### src/rtl/riscv_core_pkg.sv
// Shared core types: data-memory arbiter states, datamem flags, NOP.
// Imported by the dmem_lane_arbiter slice.
package riscv_core_pkg;

  typedef enum logic [2:0] {
    IDLE,
    ISS1,
    WT1,
    ISS2,
    WT2,
    DONE
  } arb_state_t;

  localparam logic [2:0] DM_BYTE     = 3'b000;
  localparam logic [2:0] DM_HALF     = 3'b001;
  localparam logic [2:0] DM_WORD     = 3'b010;
  localparam logic [2:0] DM_UNSIGNED = 3'b100;

  localparam logic [31:0] NOP_INSN = 32'h0000_0013;

endpackage

### src/rtl/lane_req_reg.sv
// Per-lane capture of {write, addr, wdata, flags} for the dmem arbiter.
// Loaded when the arbiter leaves IDLE; holds the access while issuing.
module lane_req_reg
  import riscv_core_pkg::*;
#(
  parameter int ADDR_W = 32,
  parameter int DATA_W = 32
) (
  input  logic              clock,
  input  logic              reset,
  input  logic              i_ld,
  input  logic              i_write,
  input  logic [ADDR_W-1:0] i_addr,
  input  logic [DATA_W-1:0] i_wdata,
  input  logic [2:0]        i_flags,
  output logic              o_write,
  output logic [ADDR_W-1:0] o_addr,
  output logic [DATA_W-1:0] o_wdata,
  output logic [2:0]        o_flags
);

  logic              r_write;
  logic [ADDR_W-1:0] r_addr;
  logic [DATA_W-1:0] r_wdata;
  logic [2:0]        r_flags;

  // capture the lane's access fields on load enable
  always_ff @(posedge clock) begin
    if (!reset) begin
      r_write <= 1'b0;
      r_addr  <= '0;
      r_wdata <= '0;
      r_flags <= DM_BYTE;
    end else if (i_ld) begin
      r_write <= i_write;
      r_addr  <= i_addr;
      r_wdata <= i_wdata;
      r_flags <= i_flags;
    end
  end

  assign o_write = r_write;
  assign o_addr  = r_addr;
  assign o_wdata = r_wdata;
  assign o_flags = r_flags;

endmodule

### src/rtl/dmem_lane_arbiter.sv
// Serialises lane 1 then lane 2 loads/stores onto one dmem port.
// Optional perf counters: define DMEM_ARB_PERF_EN.
module dmem_lane_arbiter
  import riscv_core_pkg::*;
#(
  parameter int ADDR_W         = 32,
  parameter int DATA_W         = 32,
  parameter int TIMEOUT_CYCLES = 64
) (
  input  logic              clock,
  input  logic              reset,
  input  logic              req1_valid,
  input  logic              req1_write,
  input  logic [ADDR_W-1:0] req1_addr,
  input  logic [DATA_W-1:0] req1_wdata,
  input  logic [2:0]        req1_flags,
  input  logic              req2_valid,
  input  logic              req2_write,
  input  logic [ADDR_W-1:0] req2_addr,
  input  logic [DATA_W-1:0] req2_wdata,
  input  logic [2:0]        req2_flags,
  input  logic              kill2,
  output logic              stall,
  output logic              resp1_valid,
  output logic [DATA_W-1:0] resp1_rdata,
  output logic              resp2_valid,
  output logic [DATA_W-1:0] resp2_rdata,
  output logic              err,
  output logic              mem_req,
  output logic              mem_write,
  output logic [ADDR_W-1:0] mem_addr,
  output logic [DATA_W-1:0] mem_wdata,
  output logic [2:0]        mem_flags,
  input  logic              mem_ready,
  input  logic              mem_rvalid,
  input  logic [DATA_W-1:0] mem_rdata
`ifdef DMEM_ARB_PERF_EN
  ,
  output logic [31:0]       perf_stall_cycles,
  output logic [31:0]       perf_dual_bundles
`endif
);

  localparam int CW =
    (TIMEOUT_CYCLES > 0) ? $clog2(TIMEOUT_CYCLES + 1) : 1;
  localparam bit TO_EN = (TIMEOUT_CYCLES > 0);
  localparam logic [31:0] TO_LAST =
    (TIMEOUT_CYCLES > 0) ? 32'(TIMEOUT_CYCLES - 1) : 32'd0;

  arb_state_t r_state;
  arb_state_t w_nxt;

  logic              w_l2eff;
  logic              w_ld;
  logic              w_wait;
  logic              w_to;
  logic [CW-1:0]     r_cnt;
  logic              r_did1;
  logic              r_did2;
  logic [DATA_W-1:0] r_rdata1;
  logic [DATA_W-1:0] r_rdata2;
  logic              r_err;

  logic              w_l1_write;
  logic [ADDR_W-1:0] w_l1_addr;
  logic [DATA_W-1:0] w_l1_wdata;
  logic [2:0]        w_l1_flags;
  logic              w_l2_write;
  logic [ADDR_W-1:0] w_l2_addr;
  logic [DATA_W-1:0] w_l2_wdata;
  logic [2:0]        w_l2_flags;

  assign w_l2eff = req2_valid && !kill2;
  assign w_ld    = (r_state == IDLE) && (w_nxt != IDLE);
  assign w_wait  = (r_state == WT1) || (r_state == WT2);
  assign w_to    = TO_EN && w_wait && !mem_rvalid &&
                   (32'(r_cnt) >= TO_LAST);

  lane_req_reg #(
    .ADDR_W (ADDR_W),
    .DATA_W (DATA_W)
  ) u_lane1 (
    .clock   (clock),
    .reset   (reset),
    .i_ld    (w_ld),
    .i_write (req1_write),
    .i_addr  (req1_addr),
    .i_wdata (req1_wdata),
    .i_flags (req1_flags),
    .o_write (w_l1_write),
    .o_addr  (w_l1_addr),
    .o_wdata (w_l1_wdata),
    .o_flags (w_l1_flags)
  );

  lane_req_reg #(
    .ADDR_W (ADDR_W),
    .DATA_W (DATA_W)
  ) u_lane2 (
    .clock   (clock),
    .reset   (reset),
    .i_ld    (w_ld),
    .i_write (req2_write),
    .i_addr  (req2_addr),
    .i_wdata (req2_wdata),
    .i_flags (req2_flags),
    .o_write (w_l2_write),
    .o_addr  (w_l2_addr),
    .o_wdata (w_l2_wdata),
    .o_flags (w_l2_flags)
  );

  // next-state: lane 1 first, lane 2 only if still effective
  always_comb begin
    w_nxt = r_state;
    unique case (r_state)
      IDLE: begin
        if (req1_valid)   w_nxt = ISS1;
        else if (w_l2eff) w_nxt = ISS2;
      end
      ISS1: if (mem_ready) w_nxt = WT1;
      WT1: begin
        if (mem_rvalid) w_nxt = w_l2eff ? ISS2 : DONE;
        else if (w_to)  w_nxt = DONE;
      end
      ISS2: if (mem_ready) w_nxt = WT2;
      WT2:  if (mem_rvalid || w_to) w_nxt = DONE;
      DONE: w_nxt = IDLE;
      default: w_nxt = IDLE;
    endcase
  end

  // memory request and pipeline-facing outputs
  always_comb begin
    stall = (r_state != DONE) &&
            (req1_valid || w_l2eff || (r_state != IDLE));
    mem_req   = (r_state == ISS1) || (r_state == ISS2);
    mem_write = ((r_state == ISS1) && w_l1_write) ||
                ((r_state == ISS2) && w_l2_write);
    mem_addr  = w_l1_addr;
    mem_wdata = w_l1_wdata;
    mem_flags = w_l1_flags;
    if (r_state == ISS2) begin
      mem_addr  = w_l2_addr;
      mem_wdata = w_l2_wdata;
      mem_flags = w_l2_flags;
    end
    resp1_valid = (r_state == DONE) && r_did1 && !w_l1_write;
    resp2_valid = (r_state == DONE) && r_did2 && !w_l2_write;
  end

  // state, wait counter, lane bookkeeping, load data and error
  always_ff @(posedge clock) begin
    if (!reset) begin
      r_state  <= IDLE;
      r_cnt    <= '0;
      r_did1   <= 1'b0;
      r_did2   <= 1'b0;
      r_rdata1 <= '0;
      r_rdata2 <= '0;
      r_err    <= 1'b0;
    end else begin
      r_state <= w_nxt;
      if (w_nxt != r_state)
        r_cnt <= '0;
      else if (r_cnt != {CW{1'b1}})
        r_cnt <= r_cnt + CW'(1);
      if (w_ld) begin
        r_did1 <= req1_valid;
        r_did2 <= !req1_valid;
      end
      if ((r_state == WT1) && (w_nxt == ISS2))
        r_did2 <= 1'b1;
      if ((r_state == WT1) && mem_rvalid && !w_l1_write)
        r_rdata1 <= mem_rdata;
      if ((r_state == WT1) && w_to)
        r_rdata1 <= '0;
      if ((r_state == WT2) && mem_rvalid && !w_l2_write)
        r_rdata2 <= mem_rdata;
      if ((r_state == WT2) && w_to)
        r_rdata2 <= '0;
      if (w_to)
        r_err <= 1'b1;
    end
  end

  assign resp1_rdata = r_rdata1;
  assign resp2_rdata = r_rdata2;
  assign err         = r_err;

`ifdef DMEM_ARB_PERF_EN
  logic [31:0] r_perf_stall;
  logic [31:0] r_perf_dual;

  // stall-cycle and dual-access bundle counters, wrapping
  always_ff @(posedge clock) begin
    if (!reset) begin
      r_perf_stall <= '0;
      r_perf_dual  <= '0;
    end else begin
      if (stall)
        r_perf_stall <= r_perf_stall + 32'd1;
      if ((r_state == DONE) && r_did1 && r_did2)
        r_perf_dual <= r_perf_dual + 32'd1;
    end
  end

  assign perf_stall_cycles = r_perf_stall;
  assign perf_dual_bundles = r_perf_dual;
`endif

endmodule

### config.mk
export PLATFORM = sky130hd
export DESIGN_NAME = dmem_lane_arbiter
export DESIGN_NICKNAME = d
export VERILOG_FILES = /design/src/rtl/riscv_core_pkg.sv /design/src/rtl/lane_req_reg.sv /design/src/rtl/dmem_lane_arbiter.sv
export SDC_FILE = /design/constraint.sdc
export NUM_CORES = 1
export LEC_CHECK = 0
export ABC_AREA = 0
export CELL_PAD_IN_SITES_DETAIL_PLACEMENT = 1
export CELL_PAD_IN_SITES_GLOBAL_PLACEMENT = 2
export CORE_UTILIZATION = 28
export CTS_CLUSTER_DIAMETER = 150
export DETAILED_ROUTE_END_ITERATION = 6
export PLACE_DENSITY_LB_ADDON = 0.1
export SETUP_SLACK_MARGIN = 0.05
export SYNTH_ARGS = -nofsm -noshare
export SYNTH_HDL_FRONTEND = slang
export SYNTH_SLANG_ARGS = --single-unit
export TNS_END_PERCENT = 50
### constraint.sdc
create_clock -name clock -period 2.7 [get_ports clock]
set_input_delay 0.27 -clock clock [delete_from_list [all_inputs] [get_ports clock]]
set_output_delay 0.27 -clock clock [all_outputs]
set_load 0.01 [all_outputs]
### Word-level counts from Yosys, hierarchy flattened

Cells that the tools add are included.

* flip-flop bits (word level): 213
* latch bits: 0
* bits in writable memories: 0
* memory bits (read-only): 0
* input bits: 175
* output and inout bits: 137
* memories kept: 0

* $add $sub $neg: 1
* multiply operators: 0
* divide/modulo/power cells: 0
* order comparisons: 1
* equality and inequality tests: 9
* shift-type cells: 0
* muxes and demuxes: 14
* bitwise operators: 1
* reductions and logical operators: 36

Operators by type and width (count)
* 2-to-1 mux 32 bit: 2
* 2-to-1 mux 3 bit: 9
* logical AND 1 bit: 18
* case mux 3 bit (5 select lines): 1
* == test 3 x 2 -> 1 bit (second input constant): 3
* adder 7 x 1 -> 7 bit (second input constant): 1
* greater-or-equal comparator 7 x 6 -> 1 bit (second input constant): 1
* != test 7 bit (second input constant): 1
* == test 3 bit (second input constant): 2
* logical OR 1 bit: 6
* nonzero test 3 bit: 2
* OR reduction 2 bit: 3
* zero test 1 bit: 5
* == test 3 x 1 -> 1 bit (second input constant): 1
* zero test 3 bit: 1
* != test 3 bit: 1
* != test 3 bit (second input constant): 1
* 2-to-1 mux 1 bit: 2
* nonzero test 2 bit: 1
* NOT 1 bit: 1

### Depth between registers and ports, before layout

* depth in word-level cells: 11
* gate-level depth with buffers: 8

### Cells and area by module

A second synthesis with hierarchy kept.

* cells, all modules: 886
* area, all modules: 9027.4 um^2

By module, submodules not included
* lane_req_reg: instances 2, cells each 219, area an instance 2587.5 um^2, sequential area each 1361.3 um^2
* dmem_lane_arbiter: instances 1, cells each 448, area an instance 3852.4 um^2, sequential area each 1541.5 um^2

### Worst setup path after synthesis

OpenSTA, ideal clock, no wires.

* path kind: flip-flop to output port
* from: register r_state[2]
* to: output mem_addr[11]
* arrival time: 1534 ps
* required time: 2430 ps
* path slack: 896 ps
* cell stages (with the launch flop): 8
* path through: dfxtp_1 -> buf_4 -> nand2b_1 -> inv_2 -> nand2_1 -> buf_2 -> buf_4 -> mux2_2

* word-level cells in the longest chain between the ends: 2

Ends and longest elaborated chain
* from (decl): line dmem_lane_arbiter.sv:50 `arb_state_t r_state;`
* from (signal assigned): line dmem_lane_arbiter.sv:163 `r_state <= w_nxt;`
* == test 3 x 2 -> 1 bit: line dmem_lane_arbiter.sv:143 `if (r_state == ISS2) begin`
* 2-to-1 mux 32 bit: line dmem_lane_arbiter.sv:143
* to (decl): line dmem_lane_arbiter.sv:31 `output logic [ADDR_W-1:0] mem_addr,`

No other way between the ends.

### Worst setup path after layout

* from: register r_state[1]
* to: output mem_addr[30]

Same word-level chain as after synthesis.

==> metrics.csv <==
stage,metric,value,unit
grt,use_met1,21.5,%
timing,clock-skew-final,0.0125,ns
final_layout,diodes,0,
synth,synth_top_area_share,48.0,%
placement,placed_area,0.0123,mm²
timing,worst_pin_slew,0.560,ns
floorplanning,die_area,0.0325,mm²
synth,synth-edff-count,0,
timing,finalMaxSlewViolations,0,
synth,synth_compound_area_share,17.1,%
clocking,clock-sinks,213,
detailed_routing,ant_nets,0,
timing,setup_viol,0,
floorplanning,coreArea,0.0309,mm²
critical_path,cp-start-kind,flop,
clocking,clk_path_buf_depth,3,
pwr,p_total,8.73,mW
timing,fmaxAchievable,393,MHz
critical_path,crit_end,mem_addr[30],
critical_path,reg2reg_slack,0.68,ns
synth,synthFlopType,dfxtp_1,
synth,netlist_area,0.00889,mm²
critical_path,path_class,flop to primary output,
clocking,clock_latency,0.52,ns
critical_path,rr_startpoint,r_cnt[0]$_SDFFE_PP0P_,
grt,grt.busiest_layer,met2,
placement,routabilityCongestion,0.750,
placement,place_ws,0.219,ns
synth,synth-adder-area-share,0.141,%
floorplanning,die_y,180,µm
grt,antenna_found_initial,2,
grt,grtUsageTotal,17.0,%
pwr,vdd_drop_max,0.383,mV
synth,synth_top_family_by_area,simple AND/OR/NAND/NOR gates,
critical_path,r2r_end,r_cnt[4]$_SDFFE_PP0P_,
detailed_routing,via_per_inst,4.58,
synth,avgSynthCellArea,8.56,µm²
placement,port_buffers,311,
clocking,cts.htree.levels,1,
floorplanning,ios,312,
synth,synth-simple-area-share,20.0,%
detailed_routing,firstDrtPassIters,4,
grt,grt_pass1_vias,8190,
critical_path,reg2regPathDepth,6,
clocking,cts_hold_buf,0,
critical_path,crit_required,2.43,ns
synth,synth_common_cells,"nand2_1, dfxtp_1, a21boi_1",
pwr,p_leak,5.03,nW
timing,relSlewSlack,62.4,%
critical_path,crit_start,r_state[1]$_SDFF_PN0_,
timing,finalCritPeriodShare,94.2,%
final_layout,final_area,0.0132,mm²
synth,synth.area.mux_share,8.72,%
worst_hold_path,worstHoldStart,reset,
timing,period_needed,2.54,ns
placement,post-dp-hpwl,19000,µm
critical_path,critical_path_arrival,2.27,ns
synth,ys_top_cells_by_area,"dfxtp_1, nand2_1, a21boi_1",
critical_path,end_kind,primary output,
floorplanning,rows,64,
detailed_routing,drt-total-wl,28900,µm
final_layout,fin_nets,1501,
critical_path,worstPathMaxFanout,27,
clocking,cts_buffers,27,
timing,hold_viol,0,
detailed_routing,drc,0,
synth,yosys.area_share.xor_xnor,0.296,%
job,cap_violations,0,
grt,gr-usage-met3,5.90,%
synth,yosysMostFrequentCell,nand2_1,
final_layout,drive_gt1_share,11.0,%
timing,fin_ws,0.157,ns
run_status,status,"finished, final reports clean",
clocking,cts_setup_buffers,0,
floorplanning,start_util,28.7,%
synth,ys_async_sr_fraction,0,%
clocking,clk_pin_slew_worst_paths,0.06,ns
grt,grt_first_pass_wirelength,44700,µm
synth,synth_cell_type_count,44,
clocking,cts-root-buf,clkbuf_16,
synth,yosysWarnings,0,
grt,grt_max_degree,133,
timing,tns,0,ns
detailed_routing,drt_iter0_markers,279,
detailed_routing,wire_per_inst,16.6,µm
grt,gr-total-overflow,0,
synth,synth_fp_nets,1214,
clocking,cts_tree,built,
worst_hold_path,hp-class,input port to flop,
final_layout,syn_to_final_growth,49.0,%
detailed_routing,vias,7972,
pwr,powerDensity,659,mW/mm²
grt,grtUsageMet2,28.1,%
timing,rsz0062_at_grt,yes,
synth,synthCells,1038,
synth,synth_seq_area_share,48.0,%
synth,synth_seq_cells,213,
floorplanning,die_w,180,µm
synth,yosys.area.top_type,dfxtp_1,
worst min path at each step:
| stage | to | slack (ns) | depth (start not counted) |
|---|---|---|---|
| floorplan | u_lane1.o_addr[0]$_SDFFE_PN0P_ | 0.40 | 2 |
| global placement | u_lane1.o_wdata[13]$_SDFFE_PN0P_ | 0.44 | 2 |
| detailed placement | u_lane2.o_addr[3]$_SDFFE_PN0P_ | 0.44 | 2 |
| CTS | r_state[1]$_SDFF_PN0_ | 0.06 | 2 |
| global route | r_state[1]$_SDFF_PN0_ | 0.08 | 2 |
| finish | r_state[1]$_SDFF_PN0_ | 0.09 | 2 |
final cells by class:
cell class,instances,area (µm²)
sequential,213,4270
clock inverter,11,108
inverter,4,15.0
multi-input combinational,744,4150
timing repair buffer,335,3450
clock buffer,37,753
tap,396,495
fill,3583,17700
registers in the layout, indices dropped and copies added, names as in the netlist:
register,cells
resp1_rdata,32
resp2_rdata,32
u_lane1.o_addr,32
u_lane1.o_wdata,32
u_lane2.o_addr,32
u_lane2.o_wdata,32
r_cnt,7
r_state,3
u_lane1.o_flags,3
u_lane2.o_flags,3
err,1
r_did1,1
r_did2,1
u_lane1.o_write,1
u_lane2.o_write,1
critical path: stages (launching register included):
cell and delay, ns:
dfxtp_2 0.55, nand2_8 0.16, buf_16 0.22, mux2_2 0.24, clkdlybuf4s50_1 0.56
cell families (layout without fill, tap and decap cells):
| kind of cell | after synthesis | in the layout |
|---|---|---|
| AOI/OAI and AO/OA | 223 | 223 |
| xor gates and xnor gates | 3 | 3 |
| adders and majority gates | 1 | 1 |
| buffers and inverters | 81 | 387 |
| DFF | 213 | 213 |
| muxes | 69 | 69 |
| and+or+nand+nor | 448 | 448 |
metrics by stage:
| stage | util, % | hold WS (ns) | instances |
|---|---|---|---|
| 2_1_floorplan | - | 0.405 | 1038 |
| 3_3_place_gp | 39.6 | 0.437 | 1689 |
| 3_5_place_dp | 39.6 | 0.444 | 1689 |
| 4_1_cts | 42.5 | 0.0626 | 1737 |
| 5_1_grt | 42.8 | 0.0775 | 1740 |
| 6_report | 42.8 | 0.0886 | 1740 |
cells in the final DEF, fill, tap and decap left out, types with 9 or more instances in the layout:
cell               n
clkbuf_16         29
clkdlybuf4s50_1  303
nor2_1            18
nand2_1          407
dfxtp_1          212
mux2_2            67
a21boi_1         130
buf_4             15
a21oi_1           66
a21boi_0           9
layer usage:
layer	up-vias	share of wire [%]	routed length, µm
li1	3978	-	-
met1	3752	45	13000
met2	210	45	13200
met3	30	8.0	2300
met4	2	1.4	408
met5	-	0.041	12
where the power goes:
| group | total (mW) | internal [mW] | switching (mW) | leakage, nW |
|---|---|---|---|---|
| clock network | 3.51 | 2.13 | 1.38 | 0.428 |
| registers | 3.54 | 3.40 | 0.139 | 1.74 |
| logic | 1.68 | 0.861 | 0.821 | 2.86 |
what timing repair did:
action,in CTS,in global routing
pin swaps,0,0
endpoints found under the setup margin,67,67
cloned,0,3
gates resized for setup,4,11
Power figures use the tool's default switching activity.
